$ cat config.mk
export PLATFORM = sky130hd
export DESIGN_NAME = uart_rx_frame_ctrl
export DESIGN_NICKNAME = d
export VERILOG_FILES = /design/src/rtl/uart_rx_frame_ctrl.sv
export SDC_FILE = /design/constraint.sdc
export NUM_CORES = 1
export LEC_CHECK = 0
export ABC_AREA = 1
export BUFFER_PORTS_ARGS = -buffer_cell sky130_fd_sc_hd__buf_2
export CORE_ASPECT_RATIO = 1.25
export CORE_MARGIN = 4
export CORE_UTILIZATION = 25
export DETAILED_ROUTE_END_ITERATION = 6
export PLACE_DENSITY_LB_ADDON = 0.08
export SETUP_SLACK_MARGIN = 0.15
export SKIP_CTS_REPAIR_TIMING = 1
export SLEW_MARGIN = 25
export SYNTH_ARGS = -nofsm -noshare
export SYNTH_HDL_FRONTEND = slang
export SYNTH_SLANG_ARGS = --single-unit
$ cat constraint.sdc
create_clock -name clk -period 6 [get_ports clk]
set_input_delay 0.9 -clock clk [delete_from_list [all_inputs] [get_ports clk]]
set_output_delay 0.9 -clock clk [all_outputs]
set_load 0.01 [all_outputs]
$ cat src/rtl/uart_rx_frame_ctrl.sv
// Frame controller behind uart_rx: delimits SOF/LEN/payload/XOR frames, buffers the payload,
// holds a checked frame for the decoder until acknowledged, and pulses one error flag per fault.
module uart_rx_frame_ctrl #(
   parameter int unsigned   MAX_LEN        = 16,
   parameter int unsigned   TIMEOUT_CYCLES = 100000,
   parameter logic [7:0]    SOF_BYTE       = 8'hA5,
   localparam int unsigned  ADDR_W         = (MAX_LEN > 1) ? $clog2(MAX_LEN) : 1
) (
   input  logic              clk,
   input  logic              rst,
   input  logic [7:0]        rx_data,
   input  logic              rx_valid,
   output logic              frame_valid,
   output logic [7:0]        frame_len,
   input  logic [ADDR_W-1:0] rd_addr,
   output logic [7:0]        rd_data,
   input  logic              frame_ack,
   output logic              busy,
   output logic              err_chk,
   output logic              err_len,
   output logic              err_timeout,
   output logic              err_overrun
);

   localparam int unsigned TO_W  = (TIMEOUT_CYCLES > 1) ? $clog2(TIMEOUT_CYCLES) : 1;
   localparam int unsigned DEPTH = 1 << ADDR_W;

   typedef enum logic [2:0] {
      S_IDLE,
      S_LEN,
      S_PAYLOAD,
      S_CHK,
      S_HOLD
   } state_t;

   state_t            state_q, state_d;
   logic [7:0]        len_q, len_d;
   logic [7:0]        cnt_q, cnt_d;
   logic [7:0]        xor_q, xor_d;
   logic [TO_W-1:0]   tmo_q, tmo_d;
   logic              frame_valid_q, frame_valid_d;
   logic              busy_q, busy_d;
   logic              err_chk_q, err_chk_d;
   logic              err_len_q, err_len_d;
   logic              err_timeout_q, err_timeout_d;
   logic              err_overrun_q, err_overrun_d;
   logic              wr_en;
   logic              in_frame;
   logic [7:0]        mem [DEPTH];

   always_comb begin
      state_d       = state_q;
      len_d         = len_q;
      cnt_d         = cnt_q;
      xor_d         = xor_q;
      tmo_d         = '0;
      err_chk_d     = 1'b0;
      err_len_d     = 1'b0;
      err_timeout_d = 1'b0;
      err_overrun_d = 1'b0;
      wr_en         = 1'b0;
      in_frame      = (state_q == S_LEN) || (state_q == S_PAYLOAD) || (state_q == S_CHK);

      if (in_frame && !rx_valid) begin
         tmo_d = tmo_q + 1'b1;
      end

      case (state_q)
         S_IDLE: begin
            if (rx_valid && (rx_data == SOF_BYTE)) begin
               state_d = S_LEN;
            end
         end
         S_LEN: begin
            if (rx_valid) begin
               if ((rx_data != 8'd0) && (rx_data <= 8'(MAX_LEN))) begin
                  len_d   = rx_data;
                  xor_d   = rx_data;
                  cnt_d   = '0;
                  state_d = S_PAYLOAD;
               end else begin
                  err_len_d = 1'b1;
                  state_d   = S_IDLE;
               end
            end
         end
         S_PAYLOAD: begin
            if (rx_valid) begin
               wr_en = 1'b1;
               xor_d = xor_q ^ rx_data;
               cnt_d = cnt_q + 8'd1;
               if (cnt_q == (len_q - 8'd1)) begin
                  state_d = S_CHK;
               end
            end
         end
         S_CHK: begin
            if (rx_valid) begin
               if (rx_data == xor_q) begin
                  state_d = S_HOLD;
               end else begin
                  err_chk_d = 1'b1;
                  state_d   = S_IDLE;
               end
            end
         end
         S_HOLD: begin
            // Bytes arriving while a frame is held are dropped, even on the ack cycle.
            err_overrun_d = rx_valid;
            if (frame_ack) begin
               state_d = S_IDLE;
            end
         end
         default: state_d = S_IDLE;
      endcase

      if (in_frame && !rx_valid && (tmo_q == TO_W'(TIMEOUT_CYCLES - 1))) begin
         err_timeout_d = 1'b1;
         state_d       = S_IDLE;
      end

      if (state_d == S_IDLE) begin
         cnt_d = '0;
         xor_d = '0;
      end
      if ((state_d == S_IDLE) || (state_d == S_HOLD)) begin
         tmo_d = '0;
      end

      frame_valid_d = (state_d == S_HOLD);
      busy_d        = (state_d == S_LEN) || (state_d == S_PAYLOAD) || (state_d == S_CHK);
   end

   always_ff @(posedge clk or posedge rst) begin
      if (rst) begin
         state_q       <= S_IDLE;
         len_q         <= '0;
         cnt_q         <= '0;
         xor_q         <= '0;
         tmo_q         <= '0;
         frame_valid_q <= 1'b0;
         busy_q        <= 1'b0;
         err_chk_q     <= 1'b0;
         err_len_q     <= 1'b0;
         err_timeout_q <= 1'b0;
         err_overrun_q <= 1'b0;
      end else begin
         state_q       <= state_d;
         len_q         <= len_d;
         cnt_q         <= cnt_d;
         xor_q         <= xor_d;
         tmo_q         <= tmo_d;
         frame_valid_q <= frame_valid_d;
         busy_q        <= busy_d;
         err_chk_q     <= err_chk_d;
         err_len_q     <= err_len_d;
         err_timeout_q <= err_timeout_d;
         err_overrun_q <= err_overrun_d;
      end
   end

   always_ff @(posedge clk) begin
      if (wr_en) begin
         mem[cnt_q[ADDR_W-1:0]] <= rx_data;
      end
   end

   assign rd_data     = mem[rd_addr];
   assign frame_valid = frame_valid_q;
   assign frame_len   = len_q;
   assign busy        = busy_q;
   assign err_chk     = err_chk_q;
   assign err_len     = err_len_q;
   assign err_timeout = err_timeout_q;
   assign err_overrun = err_overrun_q;

endmodule
After elaboration in Yosys (flattened, before gate mapping)

Memory sizes are Yosys's and may differ from the RTL's.
Index checks and enable logic that the tools add are counted.

Bitwise logic cells: 1
$lt $le $gt $ge: 1
Reductions and logical operators: 16
Eq/ne operators: 15
Muxes and demuxes: 34
$add $sub $neg: 3

Operators with widths:

| cell                    | count |
|---|---|
| $mux W8                 | 8 |
| $mux W17                | 2 |
| $pmux W8 S2             | 2 |
| $mux W3                 | 8 |
| $add A17 B1 Y17 const B | 1 |
| $eq A17 B17 Y1 const B  | 1 |
| $eq A8 B8 Y1            | 2 |
| $pmux W3 S5             | 1 |
| $eq A3 B2 Y1 const B    | 4 |
| $mux W1                 | 12 |
| $add A8 B1 Y8 const B   | 1 |
| $eq A8 B8 Y1 const B    | 1 |
| $le A8 B5 Y1 const B    | 1 |
| $reduce_bool A8 Y1      | 1 |
| $sub A8 B1 Y8 const B   | 1 |
| $xor A8 B8 Y8           | 1 |
| $eq A3 B1 Y1 const B    | 2 |
| $eq A3 B3 Y1 const B    | 2 |
| $logic_not A3 Y1        | 2 |
| $ne A3 B2 Y1 const B    | 2 |
| $logic_or A1 B1 Y1      | 5 |
| $logic_and A1 B1 Y1     | 4 |
| $reduce_and A4 Y1       | 1 |
| $ne A3 B1 Y1 const B    | 1 |
| 4 further kinds         | 4 |

RAM bits: 128
Flip-flop bits (word level): 50
Logic and storage cells: 82
Bits of input ports: 16
Output and inout bits: 22
Memories: 1

Memories:

| name | depth | bits a word | read ports | clocked after memory_dff | wr ports | RTL line | RTL |
|---|---|---|---|---|---|---|---|
| mem  | 16    | 8           | 1          | 0                        | 1        | 49       | `logic [7:0] mem [DEPTH];` |

Longest topological paths before layout

Word-level depth: 9
Mapped depth: 16
Depth with buffers taken out: 15

Worst setup path after synthesis

OpenSTA, ideal clock, no wires.

Path type: in2out
Start point: input rd_addr[0]
End point: output rd_data[0]
Setup slack: 3.086 ns
Arrival time: 2.014 ns
Stages: 7
Required time: 5.100 ns
Buffers on the path: 3
Path through: buf_2 buf_2 buf_2 mux2i_1 o211ai_1 o211ai_1 nand2_1

Longest elaborated chain between the ends: 1

Ends and longest elaborated chain:

| what            | RTL line | RTL |
|---|---|---|
| start, declared | 15       | `input logic [ADDR_W-1:0] rd_addr,` |
| $mem_v2 Z16 W8  | -        |  |
| end, declared   | 16       | `output logic [7:0] rd_data,` |

No other way between the ends.

Final worst setup path

Start point: input rd_addr[1]
End point: output rd_data[2]

Same word-level chain as after synthesis.

==> results.tsv <==
metric	value	unit
top cells by area, synth	edfxtp_1 47%, dfrtp_1 15%, nand2_1 5.6%, inv_1 4.9%, mux2i_1 4.0%	
RSZ-0062 raised after global routing	false	
part of the power in registers	52.0	%
CTS sink cnt	178	
Max Fclk	268	MHz
Seq/Total Area, Yosys	62.9	%
ys async rst share	28.1	%
fill count	3277	
HPWL after DPL	14.7	mm
post-synthesis cell area	0.00810	mm2
top-area cell type share of the netlist area	47.5	%
TritonCTS buffer count	17	
Req. time, crit path	5100	ps
yosys warns	0	
Clock Pin Slew Worst Setup and Hold Paths	70	ps
fin crit period	3740	ps
GPL Wtd Cong	0.758	
critical path, cell by cell	buf_2 > inv_2 > o211ai_1 > o211ai_1 > nand2_1 > buf_2	
Clock Latency Late Sink	430	ps
synth unique cells	33	
# DRC	0	
Port-buffer cells	37	
Final ANT Viol Nets	0	
multi-input combinational cell area	0.00248	mm2
initial core utilization	25.4	%
CP max stage cell	buf_2	
largest net degree at the start of global routing	74	
Max Buffers Root-to-Sink	2	
global-route usage over all layers	12.6	%
endpoints failing hold	0	
nets	824	
Leak	3.75	nW
Avg Cell Area, Syn	10.5	um2
Worst EP arrival	2840	ps
H-tree depth	4	
Synthesized Nets	792	
GR Overflow Total	0	
Worst Hold Class	flop to flop	
I/O pins	38	
crit end category	output pin	
most used flip-flop cell after synthesis	edfxtp_1	
core area	0.0319	mm2
Row Count	73	
Area Overhead vs Synth	14.7	%
DRT Wirelength	22.0	mm
Final period util	62.3	%
flop-to-flop setup slack	3410	ps
global-route wire length before repair	33.8	mm
die height	209	um
EDFF count, synth	128	
total negative setup slack	0	ps
Die Wd	169	um
switching power	0.572	mW
top-count cell post-synth	edfxtp_1	
FF+latch count, synth	178	
max incr delay on CP	560	ps
Mapped Cells	770	
Synth area leader	edfxtp_1	
die area	0.0354	mm2
Root Driver	clkbuf_16	
ANT cells	0	
Peak VDD IR	0.144	mV
layout cell share with drive strength beyond 1	10.6	%
Detailed Route Iter0 Violations	368	
Max-cap violations	0	
final setup violation count	0	
Int Power	1.97	mW
total power	2.54	mW
worst rel slew slack	33.7	%
vias in the first global route	5615	
pwr dens	274	mW/mm2
max-slew violations	0	
vias per cell	4.49	
Detailed Routing Iterations Pass 1	5	
Comb power frac	5.1	%
CTS tree	done	
Sw Share	22.5	%
top post-synthesis cells by count	128 x edfxtp_1, 121 x nand2_1, 106 x inv_1	
wire length per cell	17.9	um
initial antenna violation count	0	
Worst-Margin Slew	991	ps
CP Launch Type	primary input	
Critical Path Fanout Max	33	
Final Skew	13.5	ps
kind of critical path	primary input to output pin	
routed vias	5509	
status	finished, final reports clean	
Clk pwr share	42.8	%
FF/Latch Area	0.00509	mm2
## path summary, 6_finish.rpt
kind	cells past startpoint	startpoint	end
setup / recovery	6	rd_addr[1]	rd_data[2]
hold / removal	1	tmo_q[0]	tmo_q[0]
setup reg to reg	5	state_q[2]	mem[10][7]
hold reg to reg	1	tmo_q[0]	tmo_q[0]
max in group asynchronous	3	rst	xor_q[1]
min in group asynchronous	3	rst	tmo_q[16]
## worst max-delay path: cells and delay by family
| family | cells | cell delay, ps |
|---|---|---|
| AO/OA/AOI/OAI | 2 | 640 |
| buffers and inverters | 3 | 1150 |
| AND/OR/NAND/NOR | 1 | 110 |
## routing by layer
layer / share of wire, % / global-route usage, % / up-vias
met5: 0 / 0 / -
met4: 1.1 / 3.22 / 0
met3: 2.5 / 2.27 / 12
met2: 50 / 21.8 / 96
met1: 46 / 16.3 / 2717
li1: - / - / 2684
## metrics by stage
| step | utilization, % | std cells | setup slack (ps) | cell area, um2 | hold slack, ps |
|---|---|---|---|---|---|
| after floorplan | - | 770 | 3090 | 8100 | 433 |
| after global placement | 27.3 | 1195 | 1900 | 8710 | 459 |
| after detailed placement | 27.4 | 1195 | 1900 | 8720 | 456 |
| after CTS | 29.1 | 1227 | 1910 | 9290 | 465 |
| after global routing | 29.1 | 1227 | 2130 | 9290 | 493 |
| final | 29.1 | 1227 | 2260 | 9290 | 471 |
## layout by cell type (no fill, tap or decap), drive strengths merged
cell type,n
edfxtp,128
nand2,123
inv,111
nor2,65
o21ai,59
dfrtp,50
nand3,45
buf,42
a21oi,40
mux2i,32
o211ai,32
clkbuf,19
xor2,14
nor3,10
xnor2,8
clkinv,7
ha,6
nand4,5
nor4,4
nor3b,3
o22ai,3
or2,2
a211oi,2
bufinv,2
clkinvlp,2
nand3b,1
## sequential cells by signal (all words and copies together) (netlist names), 3 cells and up
signal	count
mem	128
tmo_q	17
cnt_q	8
frame_len	8
xor_q	8
state_q	3
## final cells by class
| type | instances | area share (%) |
|---|---|---|
| sequential | 178 | 54.8 |
| clock inverter | 13 | 1.44 |
| clock buffer | 19 | 4.66 |
| inverter | 109 | 4.40 |
| tap | 412 | 5.55 |
| multi-input combinational | 454 | 26.7 |
| timing repair buffer | 42 | 2.42 |
## cells by family after synthesis
logic type      count (synthesis)  synth area share [%]
fa+ha+maj                       6                 0.927
buf+inv                       138                  6.58
xor+xnor                       22                  2.38
simple gates                  258                  13.7
compound gates                136                  9.50
mux                            32                  3.96
flops                         178                  62.9
## power by group through the flow
| stage | Combinational [mW] | Clock, mW | Sequential [mW] |
|---|---|---|---|
| finish | 0.131 | 1.09 | 1.32 |
| global route | 0.146 | 1.17 | 1.32 |
| CTS | 0.135 | 1.12 | 1.32 |
| detailed placement | 0.135 | 0 | 1.35 |
| global placement | 0.134 | 0 | 1.35 |
| floorplan | 0.0732 | 0 | 1.35 |
Note: power is estimated with default switching activity, not from simulation.
